File: src/rtl/rv32m_pkg.sv
// rv32m_pkg: shared definitions for the RV32M multiply/divide unit.
//   - funct3 operation codes
//   - mdu_state_t FSM encoding
//   - operation classification helpers (divide vs multiply, operand signedness)
package rv32m_pkg;

   localparam logic [2:0] OP_MUL    = 3'b000;
   localparam logic [2:0] OP_MULH   = 3'b001;
   localparam logic [2:0] OP_MULHSU = 3'b010;
   localparam logic [2:0] OP_MULHU  = 3'b011;
   localparam logic [2:0] OP_DIV    = 3'b100;
   localparam logic [2:0] OP_DIVU   = 3'b101;
   localparam logic [2:0] OP_REM    = 3'b110;
   localparam logic [2:0] OP_REMU   = 3'b111;

   typedef enum logic [1:0] {
      IDLE = 2'd0,
      CALC = 2'd1,
      DONE = 2'd2
   } mdu_state_t;

   // funct3[2] separates the divide group from the multiply group
   function automatic logic is_div(input logic [2:0] op);
      return op[2];
   endfunction

   function automatic logic is_signed_a(input logic [2:0] op);
      return (op == OP_MUL) || (op == OP_MULH) || (op == OP_MULHSU) ||
             (op == OP_DIV) || (op == OP_REM);
   endfunction

   function automatic logic is_signed_b(input logic [2:0] op);
      return (op == OP_MUL) || (op == OP_MULH) ||
             (op == OP_DIV) || (op == OP_REM);
   endfunction

endpackage

File: src/rtl/mdu_sign_fix.sv
// mdu_sign_fix: combinational conditional two's-complement negation.
// Ports:
//   i_neg  - 1: output is -i_val, 0: output is i_val
//   i_val  - input value (WIDTH bits)
//   o_val  - conditionally negated value (WIDTH bits)
module mdu_sign_fix #(
   parameter int unsigned WIDTH = 64
) (
   input  logic             i_neg,
   input  logic [WIDTH-1:0] i_val,
   output logic [WIDTH-1:0] o_val
);

   assign o_val = i_neg ? (~i_val + WIDTH'(1)) : i_val;

endmodule

File: src/rtl/mul_div_unit.sv
// mul_div_unit: iterative RV32M multiply/divide unit.
// Radix-2 shift-add multiply and restoring shift-subtract divide, one step
// per cycle over ITER cycles. Divide-by-zero and signed overflow resolve
// without iterating.
// Ports:
//   clk, rst  - clock, synchronous active-high reset
//   start     - request, honoured in IDLE or DONE only
//   op        - funct3 operation code
//   rs1_val   - operand A, rs2_val - operand B
//   rd_addr   - destination register, captured with start
//   busy      - high while iterating (CALC)
//   done      - one-cycle pulse, result/rd_out valid (register file WE)
//   result    - registered result, rd_out - destination held with result
module mul_div_unit
   import rv32m_pkg::*;
#(
   parameter int unsigned DATA_WIDTH    = 32,
   parameter int unsigned ADDRESS_WIDTH = 5,
   parameter int unsigned ITER          = 32
) (
   input  logic                     clk,
   input  logic                     rst,
   input  logic                     start,
   input  logic [2:0]               op,
   input  logic [DATA_WIDTH-1:0]    rs1_val,
   input  logic [DATA_WIDTH-1:0]    rs2_val,
   input  logic [ADDRESS_WIDTH-1:0] rd_addr,
   output logic                     busy,
   output logic                     done,
   output logic [DATA_WIDTH-1:0]    result,
   output logic [ADDRESS_WIDTH-1:0] rd_out
);

   localparam int unsigned CNT_W = $clog2(ITER);
   localparam logic [DATA_WIDTH-1:0] MIN_NEG = {1'b1, {(DATA_WIDTH-1){1'b0}}};

   mdu_state_t               r_state;
   logic [CNT_W-1:0]         r_cnt;
   logic [2:0]               r_op;
   logic [ADDRESS_WIDTH-1:0] r_rd;
   logic [DATA_WIDTH-1:0]    r_hi;
   logic [DATA_WIDTH-1:0]    r_lo;
   logic [DATA_WIDTH-1:0]    r_b;
   logic                     r_neg_a;
   logic                     r_neg_b;
   logic [DATA_WIDTH-1:0]    r_result;
   logic [ADDRESS_WIDTH-1:0] r_rd_out;

   logic                      w_neg_a;
   logic                      w_neg_b;
   logic [DATA_WIDTH-1:0]     w_abs_a;
   logic [DATA_WIDTH-1:0]     w_abs_b;
   logic                      w_b_zero;
   logic                      w_ovf;
   logic                      w_special;
   logic [DATA_WIDTH-1:0]     w_special_res;
   logic [DATA_WIDTH:0]       w_sum;
   logic [DATA_WIDTH:0]       w_shift;
   logic [DATA_WIDTH:0]       w_diff;
   logic [DATA_WIDTH-1:0]     w_nhi;
   logic [DATA_WIDTH-1:0]     w_nlo;
   logic [2*DATA_WIDTH-1:0]   w_fix_in;
   logic                      w_fix_neg;
   logic [2*DATA_WIDTH-1:0]   w_fix_out;
   logic [DATA_WIDTH-1:0]     w_final;

   // ---------------- operand magnitudes ----------------
   assign w_neg_a = is_signed_a(op) & rs1_val[DATA_WIDTH-1];
   assign w_neg_b = is_signed_b(op) & rs2_val[DATA_WIDTH-1];

   mdu_sign_fix #(.WIDTH(DATA_WIDTH)) u_abs_a (
      .i_neg (w_neg_a),
      .i_val (rs1_val),
      .o_val (w_abs_a)
   );

   mdu_sign_fix #(.WIDTH(DATA_WIDTH)) u_abs_b (
      .i_neg (w_neg_b),
      .i_val (rs2_val),
      .o_val (w_abs_b)
   );

   // ---------------- special cases ----------------
   assign w_b_zero  = (rs2_val == '0);
   assign w_ovf     = ((op == OP_DIV) || (op == OP_REM)) &&
                      (rs1_val == MIN_NEG) && (rs2_val == '1);
   assign w_special = is_div(op) & (w_b_zero | w_ovf);

   // op[1] selects remainder within the divide group
   always_comb begin
      w_special_res = '0;
      if (w_b_zero) begin
         w_special_res = op[1] ? rs1_val : '1;
      end else if (w_ovf) begin
         w_special_res = op[1] ? '0 : MIN_NEG;
      end
   end

   // ---------------- one iteration step ----------------
   // Multiply: {r_hi,r_lo} holds {partial product, remaining multiplier};
   // add |B| when the multiplier LSB is set, then shift the pair right.
   // Divide: {r_hi,r_lo} holds {partial remainder, dividend/quotient};
   // shift left, trial-subtract |B|, keep the difference if non-negative.
   always_comb begin
      w_sum   = {1'b0, r_hi} + (r_lo[0] ? {1'b0, r_b} : '0);
      w_shift = {r_hi, r_lo[DATA_WIDTH-1]};
      w_diff  = w_shift - {1'b0, r_b};
      if (is_div(r_op)) begin
         if (!w_diff[DATA_WIDTH]) begin
            w_nhi = w_diff[DATA_WIDTH-1:0];
            w_nlo = {r_lo[DATA_WIDTH-2:0], 1'b1};
         end else begin
            w_nhi = w_shift[DATA_WIDTH-1:0];
            w_nlo = {r_lo[DATA_WIDTH-2:0], 1'b0};
         end
      end else begin
         w_nhi = w_sum[DATA_WIDTH:1];
         w_nlo = {w_sum[0], r_lo[DATA_WIDTH-1:1]};
      end
   end

   // ---------------- final sign correction ----------------
   // One shared negator: the product, the quotient or the remainder is
   // routed through it depending on the operation.
   always_comb begin
      if (is_div(r_op)) begin
         w_fix_in  = {{DATA_WIDTH{1'b0}}, (r_op[1] ? w_nhi : w_nlo)};
         w_fix_neg = r_op[1] ? r_neg_a : (r_neg_a ^ r_neg_b);
      end else begin
         w_fix_in  = {w_nhi, w_nlo};
         w_fix_neg = r_neg_a ^ r_neg_b;
      end
   end

   mdu_sign_fix #(.WIDTH(2*DATA_WIDTH)) u_fix (
      .i_neg (w_fix_neg),
      .i_val (w_fix_in),
      .o_val (w_fix_out)
   );

   assign w_final = (is_div(r_op) || (r_op == OP_MUL)) ?
                    w_fix_out[DATA_WIDTH-1:0] : w_fix_out[2*DATA_WIDTH-1:DATA_WIDTH];

   // ---------------- FSM and datapath registers ----------------
   always_ff @(posedge clk) begin
      if (rst) begin
         r_state  <= IDLE;
         r_cnt    <= '0;
         r_op     <= '0;
         r_rd     <= '0;
         r_hi     <= '0;
         r_lo     <= '0;
         r_b      <= '0;
         r_neg_a  <= 1'b0;
         r_neg_b  <= 1'b0;
         r_result <= '0;
         r_rd_out <= '0;
      end else begin
         case (r_state)
            IDLE, DONE: begin
               if (start) begin
                  r_op    <= op;
                  r_rd    <= rd_addr;
                  r_neg_a <= w_neg_a;
                  r_neg_b <= w_neg_b;
                  if (w_special) begin
                     r_result <= w_special_res;
                     r_rd_out <= rd_addr;
                     r_state  <= DONE;
                  end else begin
                     r_hi    <= '0;
                     r_lo    <= w_abs_a;
                     r_b     <= w_abs_b;
                     r_cnt   <= '0;
                     r_state <= CALC;
                  end
               end else begin
                  r_state <= IDLE;
               end
            end
            CALC: begin
               r_hi  <= w_nhi;
               r_lo  <= w_nlo;
               r_cnt <= r_cnt + CNT_W'(1);
               if (r_cnt == CNT_W'(ITER-1)) begin
                  r_result <= w_final;
                  r_rd_out <= r_rd;
                  r_state  <= DONE;
               end
            end
            default: r_state <= IDLE;
         endcase
      end
   end

   assign busy   = (r_state == CALC);
   assign done   = (r_state == DONE);
   assign result = r_result;
   assign rd_out = r_rd_out;

endmodule

File: config.mk
export PLATFORM = sky130hd
export DESIGN_NAME = mul_div_unit
export DESIGN_NICKNAME = d
export VERILOG_FILES = /design/src/rtl/rv32m_pkg.sv /design/src/rtl/mdu_sign_fix.sv /design/src/rtl/mul_div_unit.sv
export SDC_FILE = /design/constraint.sdc
export NUM_CORES = 1
export LEC_CHECK = 0
export BUFFER_PORTS_ARGS = -buffer_cell sky130_fd_sc_hd__buf_2
export CAP_MARGIN = 10
export CORE_AREA = 4 4 177 179
export CTS_BUF_LIST = sky130_fd_sc_hd__clkbuf_8
export CTS_CLUSTER_DIAMETER = 30
export DETAILED_ROUTE_END_ITERATION = 10
export DIE_AREA = 0 0 181 183
export PLACE_DENSITY_LB_ADDON = 0.2
export SLEW_MARGIN = 20
export SYNTH_ARGS = -nofsm -noshare
export SYNTH_HDL_FRONTEND = slang
export SYNTH_SLANG_ARGS = --single-unit
File: constraint.sdc
create_clock -name clk -period 6.6 [get_ports clk]
set_clock_uncertainty 0.15 [all_clocks]
set_input_delay 1.32 -clock clk [delete_from_list [all_inputs] [get_ports clk]]
set_output_delay 1.32 -clock clk [all_outputs]
set_load 0.005 [all_outputs]
==> metrics, run 1 <==
fraction of registers with async set/reset 0%; GR Util All Layers 38.3%; pwr/cell area 193 nW/µm²; first-pass GRT wire length 100000 µm; outcome finished, final reports clean; FF-to-FF End result[23]; via count 18900; Mapped Cells 2342; Rel. slew slack 25.6%; row count 63; startpoint types flip-flop; die height 183 µm; register area share after synthesis 18.6%; dpl hpwl 51100 µm; cts bufs inserted 17; critical path peak fanout 34; Avg WL per Cell 24.3 µm; Area growth syn-to-layout 7.19%; Synthesized Nets 2489; Hold Path Class reg -> reg; Synth area leaders dfxtp_1, a21oi_1, nor2_1; number of global-route vias before repair 17100; final WL 67000 µm; CTS sink count 150; Seq cells post-synth 150; dominant synthesized flop cell dfxtp_1; Via density 6.86; r2r startpoint r_lo[31]; hold path depth 2; Leak 6.88 nW; # Max-Cap Violations 0; CTS H-tree lvls 4; final period utilization 88.5%; CP Capture Type flip-flop; die width 181 µm; Detail Route Antenna Nets 0; CP Launch Point r_lo[31]; overall power 0.00335 W; Slew Viols, Final 0; clk slew on worst S/H paths 110 ps; hold_buf cts 0; Post-Syn Area per Cell 6.91 µm²; hold path start r_rd[0]; Final Worst Setup Slack 762 ps; Cell Area, Synth 16200 µm²; Root Buffer clkbuf_8; worst setup path class reg -> reg; setup violators final 0; most numerous cell in the Yosys netlist nor2_1; First-pass DRT Iterations 6; reg2reg path depth 17; worst-case hold path end point r_rd[0]; GPL Wtd Cong 1.02; Post-synth EDFFs 0; required time of the critical path 6840 ps; peak supply drop 179 µV; Final Hold Vio Count 0; Synth top cells by count nor2_1, nand2_1, a21oi_1; area leader, netlist dfxtp_1; core area 29600 µm²; area of the die 33100 µm²; port bufs 113; post-CTS sizing 0; postcts setup bufs 0; Clock Path Buffers 2; distinct cell type count of the synthesized netlist 102; Synth top area share 18.6%; Place WS 974 ps; FF-to-FF setup slack 760 ps; RSZ-0062 raised after global routing false; Setup TNS 0 ps; TritonCTS clock tree built; Initial Util 54.7%; I/O pins 114; Final nets 2499; pin count of the biggest net entering global routing 89; Slew @ Worst Pin 1110 ps; fmax 0.171 GHz; Residual DRC 0; Ys Warns 0; layout cells sized above 1 10.7%; fin crit period 5840 ps; Worst-Skew Late Latency 510 ps; grt ovf 0; initial antenna violation count 0; Arrival @ worst endpoint 6080 ps; Iteration-0 DRC Markers 2410
-- layer usage --
| layer | vias up | track usage, % | wire length, µm |
|---|---|---|---|
| met1 | 8912 | 50.3 | 27100 |
| met3 | 224 | 8.19 | 6930 |
| met4 | 0 | 18.9 | 3900 |
| li1 | 8639 | - | - |
| met5 | - | 0 | 0 |
| met2 | 1125 | 60.0 | 29100 |
-- state kept, by name, indices dropped and copies added (netlist names) --
signal / count
r_b: 32
r_cnt: 5
r_hi: 32
r_lo: 32
r_neg_a: 1
r_neg_b: 1
r_op: 3
r_rd: 5
r_state: 2
rd_out: 5
result: 32
-- worst max path at each step --
stage,to,cells after the start
after floorplan,result[28],26
after global placement,result[23],17
after detailed placement,result[27],16
after CTS,result[23],17
after global routing,result[26],20
final,result[23],17
-- cell type report --
class | instances | area [µm²]
multi-input combinational | 1962 | 12300
timing repair buffer | 155 | 896
antenna | 1 | 2.50
tap | 390 | 488
clock inverter | 15 | 154
clock buffer | 17 | 234
sequential | 150 | 3010
fill | 2898 | 12200
inverter | 66 | 248
-- through the flow --
stage	hold WS (ps)	area, µm²	util [%]	instances
after floorplan	287	16200	-	2342
after global placement	292	17000	57.3	2723
after detailed placement	299	17000	57.3	2723
after CTS	312	17300	58.7	2755
after global routing	334	17300	58.7	2755
final	312	17300	58.7	2756
-- power breakdown --
group | switching (W) | total [W] | internal (W) | leakage, nW
Sequential | 0.0000705 | 0.00103 | 0.000955 | 1.23
Combinational | 0.00106 | 0.00157 | 0.000508 | 5.45
Clock | 0.000423 | 0.000762 | 0.000339 | 0.205
-- cell families after synthesis --
family | count (synthesis) | share of synthesized area (%)
buffers and inverters | 230 | 5.65
xor gates and xnor gates | 125 | 6.77
and+or+nand+nor | 904 | 26.9
muxes | 63 | 4.04
AOI/OAI and AO/OA | 798 | 32.5
adders and majority gates | 72 | 5.66
DFF | 150 | 18.6
-- placed cells by master (no fill, tap or decap), types with 37 or more instances in the layout --
master / count
a21o_1: 42
o21ai_0: 169
nor2_1: 271
buf_4: 42
mux2i_1: 47
nand3_1: 56
xor2_1: 58
a21oi_1: 227
nand2_1: 261
and2_1: 54
a211oi_1: 63
a31oi_1: 42
xnor2_1: 65
nor3_1: 58
inv_1: 66
dfxtp_1: 149
nand4_1: 37
ha_1: 70
buf_2: 112
-- critical path: stages, from the launching register on --
cell	delay, ps
dfxtp_1	350
inv_1	90
ha_1	160
inv_1	60
fa_1	430
a211oi_2	280
o211ai_2	160
and3_1	280
o2111a_1	310
a211oi_4	290
buf_4	450
mux2_2	410
o31a_1	280
nor2_2	480
nand4_4	370
o41ai_1	660
xor2_1	140
a221o_1	360
Note: power is estimated with default switching activity, not from simulation.
==> inputs of run 2 (changes only) <==
--- a/config.mk
+++ b/config.mk
@@ -7,13 +7,13 @@
 export LEC_CHECK = 0
 export BUFFER_PORTS_ARGS = -buffer_cell sky130_fd_sc_hd__buf_2
 export CAP_MARGIN = 10
-export CORE_AREA = 4 4 177 179
+export CORE_AREA = 4 4 220 222
 export CTS_BUF_LIST = sky130_fd_sc_hd__clkbuf_8
 export CTS_CLUSTER_DIAMETER = 30
 export DETAILED_ROUTE_END_ITERATION = 10
-export DIE_AREA = 0 0 181 183
+export DIE_AREA = 0 0 224 226
 export PLACE_DENSITY_LB_ADDON = 0.2
-export SLEW_MARGIN = 20
+export SLEW_MARGIN = 30
 export SYNTH_ARGS = -nofsm -noshare
 export SYNTH_HDL_FRONTEND = slang
 export SYNTH_SLANG_ARGS = --single-unit
==> run 2 against run 1 <==
Net effect:
- via count is 2.4% lower
- setup slack worse by 91 ps
- non-clock buffer count rose by 2
- die area rose by 53%
- clock-buffer cell count increased by 1
- flip-flop and latch count did not move
- sequential share of layout area decreased by 0.38 points
- maximum frequency down 1.5%
- wire length grew 13%
- register-to-register slack got worse by 90 ps
==> metrics, run 2 (synthesis results as in run 1) <==
most frequent cells in the layout nor2_1, nand2_1, a21oi_1; CP Capture Type flip-flop; final WL 75800 µm; postcts setup bufs 0; I/O pins 114; # Max-Cap Violations 0; Leak 6.92 nW; outcome finished, final reports clean; final period utilization 89.8%; peak supply drop 185 µV; Rel. slew slack 30.4%; worst setup path class reg -> reg; row count 79; Final nets 2501; hold_buf cts 0; final hold slack 313 ps; Final Worst Setup Slack 671 ps; Via density 6.20; required time of the critical path 6910 ps; pin count of the biggest net entering global routing 77; Detail Route Antenna Nets 0; n_diodes 0; cts bufs inserted 17; Worst-Skew Late Latency 570 ps; Initial Util 34.9%; Place WS 696 ps; Setup TNS 0 ps; Slew Viols, Final 0; CTS H-tree lvls 4; TritonCTS clock tree built; fin crit period 5930 ps; layout cells sized above 1 10.9%; Final Hold Vio Count 0; area of the multi-input gates 12300 µm²; setup violators final 0; FF+latch area 3010 µm²; die width 224 µm; GR Util All Layers 28.8%; port bufs 113; critical path peak fanout 14; Hold Path Class reg -> reg; RSZ-0062 raised after global routing false; GPL Wtd Cong 0.981; Clock Path Buffers 2; commonest non-fill, non-tap cell in the layout nor2_1; post-CTS sizing 0; number of global-route vias before repair 17100; Root Buffer clkbuf_8; die height 226 µm; dpl hpwl 59000 µm; final core utilization 38.2%; fmax 0.169 GHz; First-pass DRT Iterations 5; Slew @ Worst Pin 1040 ps; clk slew on worst S/H paths 100 ps; # fillers 4986; Avg WL per Cell 25.5 µm; pwr/cell area 197 nW/µm²; initial antenna violation count 3; area of the die 50600 µm²; startpoint types flip-flop; grt ovf 0; first-pass GRT wire length 111000 µm; CTS sink count 150; Residual DRC 0; core area 46400 µm²; Arrival @ worst endpoint 6240 ps; Area growth syn-to-layout 9.57%; Iteration-0 DRC Markers 1982; via count 18400
-- run 2: cell types whose count changed in the layout (fill, tap and decap cells not counted), sizes merged --
cell and delta:
buf +2, bufinv +2, clkbuf +1, inv -3, diode -1
-- run 2: path summary, 6_finish.rpt --
check | cells past startpoint | startpoint | endpoint | slack, ps
worst max-delay path | 20 | r_lo[31] | result[28] | 670
worst min-delay path | 2 | r_rd[1] | r_rd[1] | 310
worst max register to register | 20 | r_lo[31] | result[28] | 670
worst min register to register | 2 | r_rd[1] | r_rd[1] | 310
-- run 2: layout make-up --
class	count	share of cell area, %
clock inverter	14	1.10
inverter	66	1.40
clock buffer	18	1.40
tap	607	4.28
multi-input combinational	1962	69.6
timing repair buffer	157	5.28
sequential	150	17.0
-- run 2: worst max-delay path: stages, from the launching register on --
cell      delay [ps]
dfxtp_1          340
inv_1             80
ha_1             160
inv_1             50
fa_1             430
a211oi_2         360
o211ai_2         170
and3_1           240
o2111a_1         290
a211oi_4         310
mux2i_1          310
a221o_1          330
ha_1             260
nand3_1           80
nor2_1           110
a41o_1           260
and4b_1          460
nand3_2          370
or4_1            660
a311oi_1         280
a21oi_1           90
-- run 2: power breakdown --
group / switching (W) / internal [W]
combinational: 0.00109 / 0.000514
clock: 0.000441 / 0.000425
sequential: 0.0000720 / 0.000955
total: 0.00160 / 0.00189
-- run 2: layer usage --
layer  global-route usage (%)  up-vias  part of all wire [%]
met2                     47.4      713                    46
met3                     5.04      120                   6.3
met4                     8.69        0                   2.9
met5                        0        -                     0
li1                         -     8653                     -
met1                     38.8     8961                    44
-- run 2: stage by stage --
| step | instances | power, W | instance area (µm²) |
|---|---|---|---|
| after floorplan | 2342 | 0.00207 | 16200 |
| after global placement | 2942 | 0.00260 | 17300 |
| after detailed placement | 2942 | 0.00261 | 17300 |
| after CTS | 2974 | 0.00348 | 17700 |
| after global routing | 2974 | 0.00366 | 17700 |
| final | 2974 | 0.00349 | 17700 |
